**config.mk**
```make
export PLATFORM = sky130hd
export DESIGN_NAME = mc_alu
export DESIGN_NICKNAME = d
export VERILOG_FILES = /design/src/rtl/mc_alu_pkg.sv /design/src/rtl/mc_alu_div.sv /design/src/rtl/mc_alu.sv
export SDC_FILE = /design/constraint.sdc
export NUM_CORES = 1
export LEC_CHECK = 0
export ABC_AREA = 0
export BUFFER_PORTS_ARGS = -buffer_cell sky130_fd_sc_hd__buf_2
export CAP_MARGIN = 20
export CELL_PAD_IN_SITES_DETAIL_PLACEMENT = 1
export CELL_PAD_IN_SITES_GLOBAL_PLACEMENT = 2
export CORE_ASPECT_RATIO = 1.25
export CORE_MARGIN = 4
export CORE_UTILIZATION = 42
export DETAILED_ROUTE_END_ITERATION = 12
export GPL_ROUTABILITY_DRIVEN = 0
export PLACE_DENSITY = 0.95
export SYNTH_ARGS = -nofsm -noshare
export SYNTH_HDL_FRONTEND = slang
export SYNTH_SLANG_ARGS = --single-unit
```
**constraint.sdc**
```tcl
create_clock -name clk -period 6.5 [get_ports clk]
set_input_delay 0 -clock clk [delete_from_list [all_inputs] [get_ports clk]]
set_output_delay 0 -clock clk [all_outputs]
set_load 0.02 [all_outputs]
```
**src/rtl/mc_alu_pkg.sv**
```systemverilog
// rtl/mc_alu_pkg.sv - op codes and FSM state type shared by the mc_alu slice
package mc_alu_pkg;

  localparam logic [3:0] OP_ADD  = 4'b0000;
  localparam logic [3:0] OP_SUB  = 4'b0001;
  localparam logic [3:0] OP_MUL  = 4'b0010;
  localparam logic [3:0] OP_DIV  = 4'b0011;
  localparam logic [3:0] OP_AND  = 4'b0100;
  localparam logic [3:0] OP_OR   = 4'b0101;
  localparam logic [3:0] OP_XOR  = 4'b0110;
  localparam logic [3:0] OP_REM  = 4'b0111;
  localparam logic [3:0] OP_SHL0 = 4'b1000;
  localparam logic [3:0] OP_SHL1 = 4'b1001;
  localparam logic [3:0] OP_SHLB = 4'b1010;
  localparam logic [3:0] OP_ROL  = 4'b1011;
  localparam logic [3:0] OP_SHR0 = 4'b1100;
  localparam logic [3:0] OP_SHR1 = 4'b1101;
  localparam logic [3:0] OP_ASR  = 4'b1110;
  localparam logic [3:0] OP_ROR  = 4'b1111;

  typedef enum logic [1:0] {IDLE, BUSY, DONE} state_t;

endpackage

```
**src/rtl/mc_alu_div.sv**
```systemverilog
// rtl/mc_alu_div.sv - restoring shift-subtract unsigned divider, one quotient bit per cycle
module mc_alu_div #(
  parameter int WIDTH = 16
) (
  input  logic             clk,
  input  logic             rst_n,
  input  logic             start,
  input  logic [WIDTH-1:0] dividend,
  input  logic [WIDTH-1:0] divisor,
  output logic             busy,
  output logic             done,
  output logic [WIDTH-1:0] quotient,
  output logic [WIDTH-1:0] remainder
);

  localparam int CW = $clog2(WIDTH);

  logic [WIDTH-1:0] d_r;
  logic [CW-1:0]    cnt;
  logic [WIDTH-1:0] r_in, q_in, d_in, r_nx, q_nx;
  logic [WIDTH:0]   trial;

  // One restoring step; the first step runs on the start cycle straight from the operands
  always_comb begin
    r_in  = start ? '0 : remainder;
    q_in  = start ? dividend : quotient;
    d_in  = start ? divisor : d_r;
    trial = {r_in, q_in[WIDTH-1]} - {1'b0, d_in};
    r_nx  = trial[WIDTH] ? {r_in[WIDTH-2:0], q_in[WIDTH-1]} : trial[WIDTH-1:0];
    q_nx  = {q_in[WIDTH-2:0], ~trial[WIDTH]};
  end

  // Step sequencing: WIDTH steps in total, done pulses once the last quotient bit is in
  always_ff @(posedge clk or negedge rst_n) begin
    if (!rst_n) begin
      busy      <= 1'b0;
      done      <= 1'b0;
      cnt       <= '0;
      d_r       <= '0;
      quotient  <= '0;
      remainder <= '0;
    end else begin
      done <= 1'b0;
      if (start) begin
        remainder <= r_nx;
        quotient  <= q_nx;
        d_r       <= divisor;
        cnt       <= CW'(1);
        busy      <= 1'b1;
      end else if (busy) begin
        remainder <= r_nx;
        quotient  <= q_nx;
        cnt       <= cnt + 1'b1;
        if (cnt == CW'(WIDTH - 1)) begin
          busy <= 1'b0;
          done <= 1'b1;
        end
      end
    end
  end

endmodule

```
**src/rtl/mc_alu.sv**
```systemverilog
// rtl/mc_alu.sv - multi-cycle ALU top; MC_ALU_REMAINDER_EN turns op 0111 into unsigned remainder
module mc_alu
  import mc_alu_pkg::*;
#(
  parameter int WIDTH = 16
) (
  input  logic             clk,
  input  logic             rst_n,
  input  logic             in_valid,
  output logic             in_ready,
  input  logic [3:0]       op,
  input  logic [WIDTH-1:0] x,
  input  logic [WIDTH-1:0] y,
  output logic             out_valid,
  input  logic             out_ready,
  output logic [WIDTH-1:0] result,
  output logic             zero,
  output logic             carry,
  output logic             div_zero
);

  localparam int SHW = $clog2(WIDTH);

  state_t             state;
  logic [3:0]         op_r;
  logic [WIDTH-1:0]   x_r;
  logic [SHW-1:0]     cnt;
  logic [2*WIDTH-1:0] prod;
  logic [2*WIDTH-1:0] prod_nx;
  logic [WIDTH:0]     mul_sum;

  logic [WIDTH:0]     add_w;
  logic [SHW-1:0]     amt;
  logic [2*WIDTH-1:0] rot_l, rot_r;
  logic [WIDTH-1:0]   fill_lo, fill_hi;
  logic [WIDTH-1:0]   sc_res;
  logic               sc_carry;
  logic               is_divop;
  logic [WIDTH-1:0]   dz_res;

  logic               div_start, div_busy, div_done;
  logic [WIDTH-1:0]   div_q, div_rem;

  assign in_ready  = (state == IDLE);
  assign out_valid = (state == DONE);

`ifdef MC_ALU_REMAINDER_EN
  assign is_divop = (op == OP_DIV) || (op == OP_REM);
  logic unused_sig;
  assign unused_sig = div_busy;
`else
  assign is_divop = (op == OP_DIV);
  logic unused_sig;
  assign unused_sig = div_busy ^ (^div_rem);
`endif

  assign dz_res    = (op == OP_DIV) ? {WIDTH{1'b1}} : x;
  assign div_start = in_valid && in_ready && is_divop && (y != '0);

  mc_alu_div #(.WIDTH(WIDTH)) u_div (
    .clk       (clk),
    .rst_n     (rst_n),
    .start     (div_start),
    .dividend  (x),
    .divisor   (y),
    .busy      (div_busy),
    .done      (div_done),
    .quotient  (div_q),
    .remainder (div_rem)
  );

  // Shift-add multiplier step: conditionally add multiplicand to upper half, then shift right
  always_comb begin
    mul_sum = {1'b0, prod[2*WIDTH-1:WIDTH]} + (prod[0] ? {1'b0, x_r} : '0);
    prod_nx = {mul_sum, prod[WIDTH-1:1]};
  end

  // Single-cycle datapath: add/sub/logic and the shifter, evaluated on the accept cycle
  always_comb begin
    add_w    = {1'b0, x} + {1'b0, y};
    amt      = y[SHW-1:0];
    rot_l    = {x, x} << amt;
    rot_r    = {x, x} >> amt;
    fill_lo  = ~({WIDTH{1'b1}} << amt);
    fill_hi  = ~({WIDTH{1'b1}} >> amt);
    sc_res   = '0;
    sc_carry = 1'b0;
    case (op)
      OP_ADD:  begin sc_res = add_w[WIDTH-1:0]; sc_carry = add_w[WIDTH]; end
      OP_SUB:  begin sc_res = x - y; sc_carry = (x < y); end
      OP_AND:  sc_res = x & y;
      OP_OR:   sc_res = x | y;
      OP_XOR:  sc_res = x ^ y;
      OP_SHL0: sc_res = x << amt;
      OP_SHL1: sc_res = (x << amt) | fill_lo;
      OP_SHLB: sc_res = (x << amt) | (x[0] ? fill_lo : '0);
      OP_ROL:  sc_res = rot_l[2*WIDTH-1:WIDTH];
      OP_SHR0: sc_res = x >> amt;
      OP_SHR1: sc_res = (x >> amt) | fill_hi;
      OP_ASR:  sc_res = WIDTH'($signed(x) >>> amt);
      OP_ROR:  sc_res = rot_r[WIDTH-1:0];
      default: sc_res = '0;
    endcase
  end

  // Control FSM with registered result and flags
  always_ff @(posedge clk or negedge rst_n) begin
    if (!rst_n) begin
      state    <= IDLE;
      op_r     <= '0;
      x_r      <= '0;
      cnt      <= '0;
      prod     <= '0;
      result   <= '0;
      zero     <= 1'b0;
      carry    <= 1'b0;
      div_zero <= 1'b0;
    end else begin
      case (state)
        IDLE: begin
          if (in_valid) begin
            op_r <= op;
            x_r  <= x;
            if (op == OP_MUL) begin
              prod  <= {{WIDTH{1'b0}}, y};
              cnt   <= '0;
              state <= BUSY;
            end else if (is_divop) begin
              if (y == '0) begin
                result   <= dz_res;
                zero     <= (dz_res == '0);
                carry    <= 1'b0;
                div_zero <= 1'b1;
                state    <= DONE;
              end else begin
                state <= BUSY;
              end
            end else begin
              result   <= sc_res;
              zero     <= (sc_res == '0);
              carry    <= sc_carry;
              div_zero <= 1'b0;
              state    <= DONE;
            end
          end
        end
        BUSY: begin
          if (op_r == OP_MUL) begin
            prod <= prod_nx;
            cnt  <= cnt + 1'b1;
            if (cnt == SHW'(WIDTH - 1)) begin
              result   <= prod_nx[WIDTH-1:0];
              zero     <= (prod_nx[WIDTH-1:0] == '0);
              carry    <= |prod_nx[2*WIDTH-1:WIDTH];
              div_zero <= 1'b0;
              state    <= DONE;
            end
          end else if (div_done) begin
            result   <= (op_r == OP_DIV) ? div_q : div_rem;
            zero     <= (((op_r == OP_DIV) ? div_q : div_rem) == '0);
            carry    <= 1'b0;
            div_zero <= 1'b0;
            state    <= DONE;
          end
        end
        DONE: begin
          if (out_ready) state <= IDLE;
        end
        default: state <= IDLE;
      endcase
    end
  end

endmodule

```
# Yosys cells after proc, flatten, opt, wreduce, memory -nomap -nowiden
# Cells that the tools add are included.
# totals
register_bits	131
wordCells	154
# op_classes
n_reduce_logical	18
add_sub_neg	6
n_mux	70
shifts	7
eq_ne	28
bitwise	9
magnitude_cmp	1
# ops
op	n
$mux 16	19
$pmux 16 s13	1
$mux 32	3
$logic_not 16->1	5
$or 16x16->16	4
$pmux 32 s2	1
$eq 4x4->1 const B	10
$add 16x16->17	2
$not 16->16	2
$pmux 16 s2	1
$shl 32x4->32	1
$shr 32x4->16	1
$mux 1	26
$mux 4	5
$sub 17x16->17	1
$and 16x16->16	1
$eq 4x2->1 const B	4
$lt 16x16->1	1
$mux 2	8
$reduce_bool 16->1	1
$reduce_or 16->1	1
$shl 16x4->16	1
$shl 16x4->16 const A	1
$shr 16x4->16	1
other kinds (24)	38

# Longest topological paths before layout
# depth
depth_word	10
mapped_depth	23
mapped_depth_nobuf	17

# Cells and area by module
# A second synthesis with hierarchy kept.
# unflattened
cells_unflattened	1595
hier_area_um2	13201.4
# by_module_without_submodules
module	instances	area_per_inst_um2	cells_each
mc_alu	1	9790.6	1237
mc_alu_div	1	3410.8	358

# Worst setup path after synthesis
# No wires, ideal clock.
# synth_path
path_type	reg2reg
start	register state[0]
end	register u_div.remainder[3]
path_buffers	4
arrival_ps	4485
stages_incl_launch_ff	21
setup_slack_ps	1890
required_time_ps	6375
synth_period_minus_slack_ps	4610
setup_time_ps	125
cell_sequence	dfrtp_1 nor2_1 and2_1 clkbuf_1 nand2_1 clkbuf_1 clkbuf_1 nand2_1 o21ai_0 ha_1 fa_1 nor2b_1 o21a_1 o21ai_1 a211o_1 a31oi_1 a41oi_1 xor2_1 buf_2 a2bb2oi_1 nand2_1
# synth_between
elab_chain_cells	9
word_cells_on_any_way	12
# synth_lines
element	line_no	rtl
start, declared	mc_alu.sv:24	state_t state;
start signal, assigned	mc_alu.sv:109	state <= IDLE;
start signal, assigned	mc_alu.sv:127	state <= BUSY;
start signal, assigned	mc_alu.sv:134	state <= DONE;
$logic_not 2->1 *	mc_alu.sv:44	assign in_ready = (state == IDLE);
named net in_ready	mc_alu.sv:10	output logic in_ready,
$logic_and 1x1->1 * (3 in a row)	mc_alu.sv:58	assign div_start = in_valid && in_ready && is_divop && (y != '0);
$mux 16 *	n/a	
named net u_div.d_in[0]	mc_alu_div.sv:20	logic [WIDTH-1:0] r_in, q_in, d_in, r_nx, q_nx;
$sub 17x16->17 *	mc_alu_div.sv:28	trial = {r_in, q_in[WIDTH-1]} - {1'b0, d_in};
$mux 16 *	mc_alu_div.sv:29	r_nx = trial[WIDTH] ? {r_in[WIDTH-2:0], q_in[WIDTH-1]} : trial[WIDTH-1:0];
$mux 16	mc_alu_div.sv:50	end else if (busy) begin
$mux 16 *	mc_alu_div.sv:44	if (start) begin
end signal, assigned	mc_alu_div.sv:45	remainder <= r_nx;
end signal, assigned	mc_alu_div.sv:51	remainder <= r_nx;
end, declared	mc_alu_div.sv:13	output logic [WIDTH-1:0] remainder
# The timed path passes the listed nets; every way through them passes the cells marked *. The select of a mux whose other input is x is not followed.
# A chain may end at the register's enable or synchronous reset.

# Worst setup path after layout
# layout_path
start	input y[3]
end	register u_div.remainder[3]
# layout_between
elab_chain_cells	7
word_cells_on_any_way	10
# layout_lines
element	line_no	rtl
start, declared	mc_alu.sv:13	input logic [WIDTH-1:0] y,
$reduce_bool 16->1	mc_alu.sv:58	
$logic_and 1x1->1	mc_alu.sv:58	
$mux 16 (on tied branches)	n/a	
$sub 17x16->17	mc_alu_div.sv:28	
$mux 16	mc_alu_div.sv:29	
$mux 16	mc_alu_div.sv:50	
$mux 16	mc_alu_div.sv:44	
# Several ways; a longest one is shown, not always the timed one. The select of a mux whose other input is x is not followed.

==> results_dict.tcl <==
set metrics [dict create \
    p_leak_nw 6.44 \
    dr.pass1.iters 5 \
    use_met1_pct 36.9 \
    cp.buffers_inverters 3 \
    dieHeight_microns 207 \
    syn-num-nets 1789 \
    cpLargestDelayFamily "simple AND/OR/NAND/NOR gates" \
    initial_core_util_pct 42.9 \
    critical_path_depth 19 \
    fin_skew_ns 0.0103 \
    cpMaxStageDelayCell "nor4_2" \
    crit_chain "buf_2, nor4_2, and4_1, nor2_1, nand2_2, buf_4, nor2_1, a21oi_1, ha_1, nor2b_1, o21a_1, o21ai_1, a211o_1, a31oi_1, a41oi_1, xor2_2, buf_4, a2bb2oi_1, nand2_1" \
    required_ns 6.82 \
    area_delta_synth_final_pct 9.78 \
    criticalPathCategory "in -> reg" \
    met3_usage_pct 4.88 \
    stdcell_area_sq_mm 0.0147 \
    ys_ff_latch 131 \
    r2r-end "u_div.remainder[3]$_DFFE_PN0P_" \
    cts_tree "done" \
    routed_wl_microns 53700 \
    finalCritPeriodShare_pct 75.6 \
    powerDensity_mw_per_mm2 354 \
    holdPathStages 3 \
    synthArstFlopShare_pct 100 \
    ys_warn_count 0 \
    fp.dieArea_sq_mm 0.0348 \
    use_met2_pct 50.3 \
    slowest_delay_ns 0.86 \
    antenna_found_initial 1 \
    cts_resized 0 \
    diodes 0 \
    yosysMostFrequentCell "nand2_1" \
    worstPathMaxFanout 53 \
    viasPerCell 6.65 \
    ioPinCount 61 \
    ys.flop_type "dfrtp_1" \
    synth_area_sq_mm 0.0134 \
    htreeDepth 4 \
    rr_startpoint "state[1]$_DFFE_PN0P_" \
    synth_seq_area_share_pct 24.5 \
    cts_buffers 17 \
    crit_path_start_kind "primary input" \
    postPlaceCellArea_sq_mm 0.0139 \
    synth_area_per_cell_sq_um 8.06 \
    clk_latency_ns 0.43 \
    period_minus_slack_ns 4.92 \
    grt_usage_pct 30.1 \
    outcome "finished clean" \
    critPathLaunch "y[3]" \
    final_nets 1788 \
    vias 13800 \
    numPortBuffers 60 \
    synthTopCellsByCount "nand2_1, dfrtp_1, nor2_1, o21ai_0, a21oi_1" \
    grt_pass1_vias 14200 \
    setup_slack_ns 1.58 \
    synthDistinctLibCells 86 \
    ff2ff_path_depth 17 \
    r2r_setup_slack_ns 1.80 \
    setup_viol 0 \
    num_rows 72 \
    wl_per_cell_microns 25.9 \
    hpwl_microns 38600 \
    clk_pin_slew_ns 0.06 \
    clockBufferDepth 2 \
    clock-sinks 131 \
    drc 0 \
    worstMarginPinSlew_ns 1.20 \
    die_w_microns 168 \
    hold_viol 0 \
    max-slew-margin-rel_pct 19.1 \
    hp-start "x[5]" \
    grt_overflow 0 \
    syn_inst 1659 \
    root_buffer "clkbuf_16" \
    min_path_type "in -> reg" \
    setup_tns_ns 0 \
    yosys.area.top_type_share_pct 24.5 \
    coreArea_sq_mm 0.0312 \
    drive_above_1_share_pct 12.3 \
    busiest_layer "met2" \
    yosysTopAreaCell "dfrtp_1" \
    fmax_mhz 203 \
    cp-end-kind "flip-flop" \
    grt_max_degree 71 \
    drtAntennaViolNets 0 \
    endpoint "u_div.remainder[3]$_DFFE_PN0P_" \
    cap_violations 0 \
    rsz0062_at_grt "false" \
    ir_drop_uv 323 \
    grt_pass1_wl_microns 83600 \
    crit_arrival_ns 5.23 \
    final-max-slew-violation-count 0 \
    synth_edf_count 0 \
    drtIter0Drc 1549 \
    synthTopCellsByArea "dfrtp_1, ha_1, mux2i_1" \
    pre_cts_ws_ns 1.21 \
]
-- report_power, final --
part	switching (mW)	leakage, nW	internal [mW]
clock network	0.386	0.295	0.622
logic	1.64	4.51	1.09
registers	0.309	1.64	1.15
-- worst min-delay path by stage --
stage / to
5_1_grt: u_div.quotient[6]$_DFFE_PN0P_
3_3_place_gp: u_div.cnt[1]$_DFFE_PN0P_
2_1_floorplan: carry$_DFFE_PN0P_
6_report: u_div.quotient[6]$_DFFE_PN0P_
4_1_cts: u_div.quotient[6]$_DFFE_PN0P_
3_5_place_dp: cnt[1]$_DFFE_PN0P_
-- worst reg2reg max path, delay by kind of cell (launching register included) --
family | cells | cell delay [ns]
AO/OA/AOI/OAI | 7 | 1.46
XOR/XNOR | 1 | 0.61
adder cells (fa/ha/maj) | 1 | 0.37
buffers and inverters | 2 | 0.60
flip-flops | 1 | 0.44
AND/OR/NAND/NOR | 6 | 1.10
-- per-layer routing --
| layer | wire, microns | up-vias |
|---|---|---|
| li1 | - | 6093 |
| met1 | 21100 | 6903 |
| met2 | 25800 | 606 |
| met3 | 3360 | 217 |
| met4 | 3400 | 2 |
| met5 | 13 | - |
-- registers in the layout, indices dropped and copies added (netlist names), 2 cells and up --
| name | cells |
|---|---|
| u_div.cnt | 4 |
| state | 2 |
| op_r | 4 |
| u_div.quotient | 16 |
| prod | 32 |
| cnt | 4 |
| x_r | 16 |
| u_div.remainder | 16 |
| result | 16 |
| u_div.d_r | 16 |
-- metrics by stage --
| stage | power, mW | util [%] | hold WS (ns) | std cells |
|---|---|---|---|---|
| 2_1_floorplan | 3.31 | - | -0.296 | 1659 |
| 3_3_place_gp | 4.00 | 44.5 | 0.0412 | 2028 |
| 3_5_place_dp | 4.11 | 44.5 | 0.0460 | 2029 |
| 4_1_cts | 5.17 | 46.9 | 0.00806 | 2074 |
| 5_1_grt | 5.58 | 47.1 | 0.0320 | 2078 |
| 6_report | 5.19 | 47.1 | 0.0434 | 2078 |
-- layout by cell type (no fill, tap or decap), types with 10 or more instances in the layout --
| cell | instances |
|---|---|
| nand2b_1 | 18 |
| nor2b_1 | 20 |
| mux2i_1 | 77 |
| a21oi_1 | 98 |
| a21o_1 | 25 |
| and2_1 | 44 |
| buf_4 | 25 |
| o31ai_1 | 14 |
| nand3_1 | 49 |
| dfrtp_1 | 131 |
| dlygate4sd3_1 | 13 |
| buf_2 | 60 |
| a211oi_1 | 21 |
| a2111oi_0 | 10 |
| a22oi_1 | 10 |
| xnor2_1 | 16 |
| nor3_1 | 36 |
| nand2_1 | 197 |
| clkbuf_16 | 17 |
| mux4_2 | 31 |
| a221oi_1 | 19 |
| xor2_1 | 10 |
| o211ai_1 | 27 |
| nor4_1 | 20 |
| o22ai_1 | 21 |
| ha_1 | 86 |
| o21a_1 | 15 |
| nand4_1 | 12 |
| nor2_1 | 129 |
| o21ai_0 | 130 |
| or3_1 | 10 |
| mux2_2 | 24 |
| inv_1 | 74 |
-- area by class of cell --
class | count | area, sq um
Clock buffer | 19 | 453
Clock inverter | 13 | 159
Fill cell | 3830 | 16500
Inverter | 75 | 282
Multi-Input combinational cell | 1331 | 9320
Sequential cell | 131 | 3280
Tap cell | 407 | 509
Timing Repair Buffer | 102 | 676
-- timing repair --
item | CTS | global route
hold buffers | 13 | 0
setup buffers | 0 | 0
endpoints found under the hold margin | 72 | 0
-- cell families (layout without fill, tap and decap cells) --
kind of cell    after synthesis  after routing  synth area share, %
compound gates              485            485                 23.9
simple gates                591            591                 21.5
fa+ha+maj                    90             90                 8.65
flops                       131            131                 24.5
buf+inv                     197            209                 6.08
mux                         138            138                 13.6
xor+xnor                     27             27                 1.77
No activity file was read; power rests on OpenSTA's default activity.
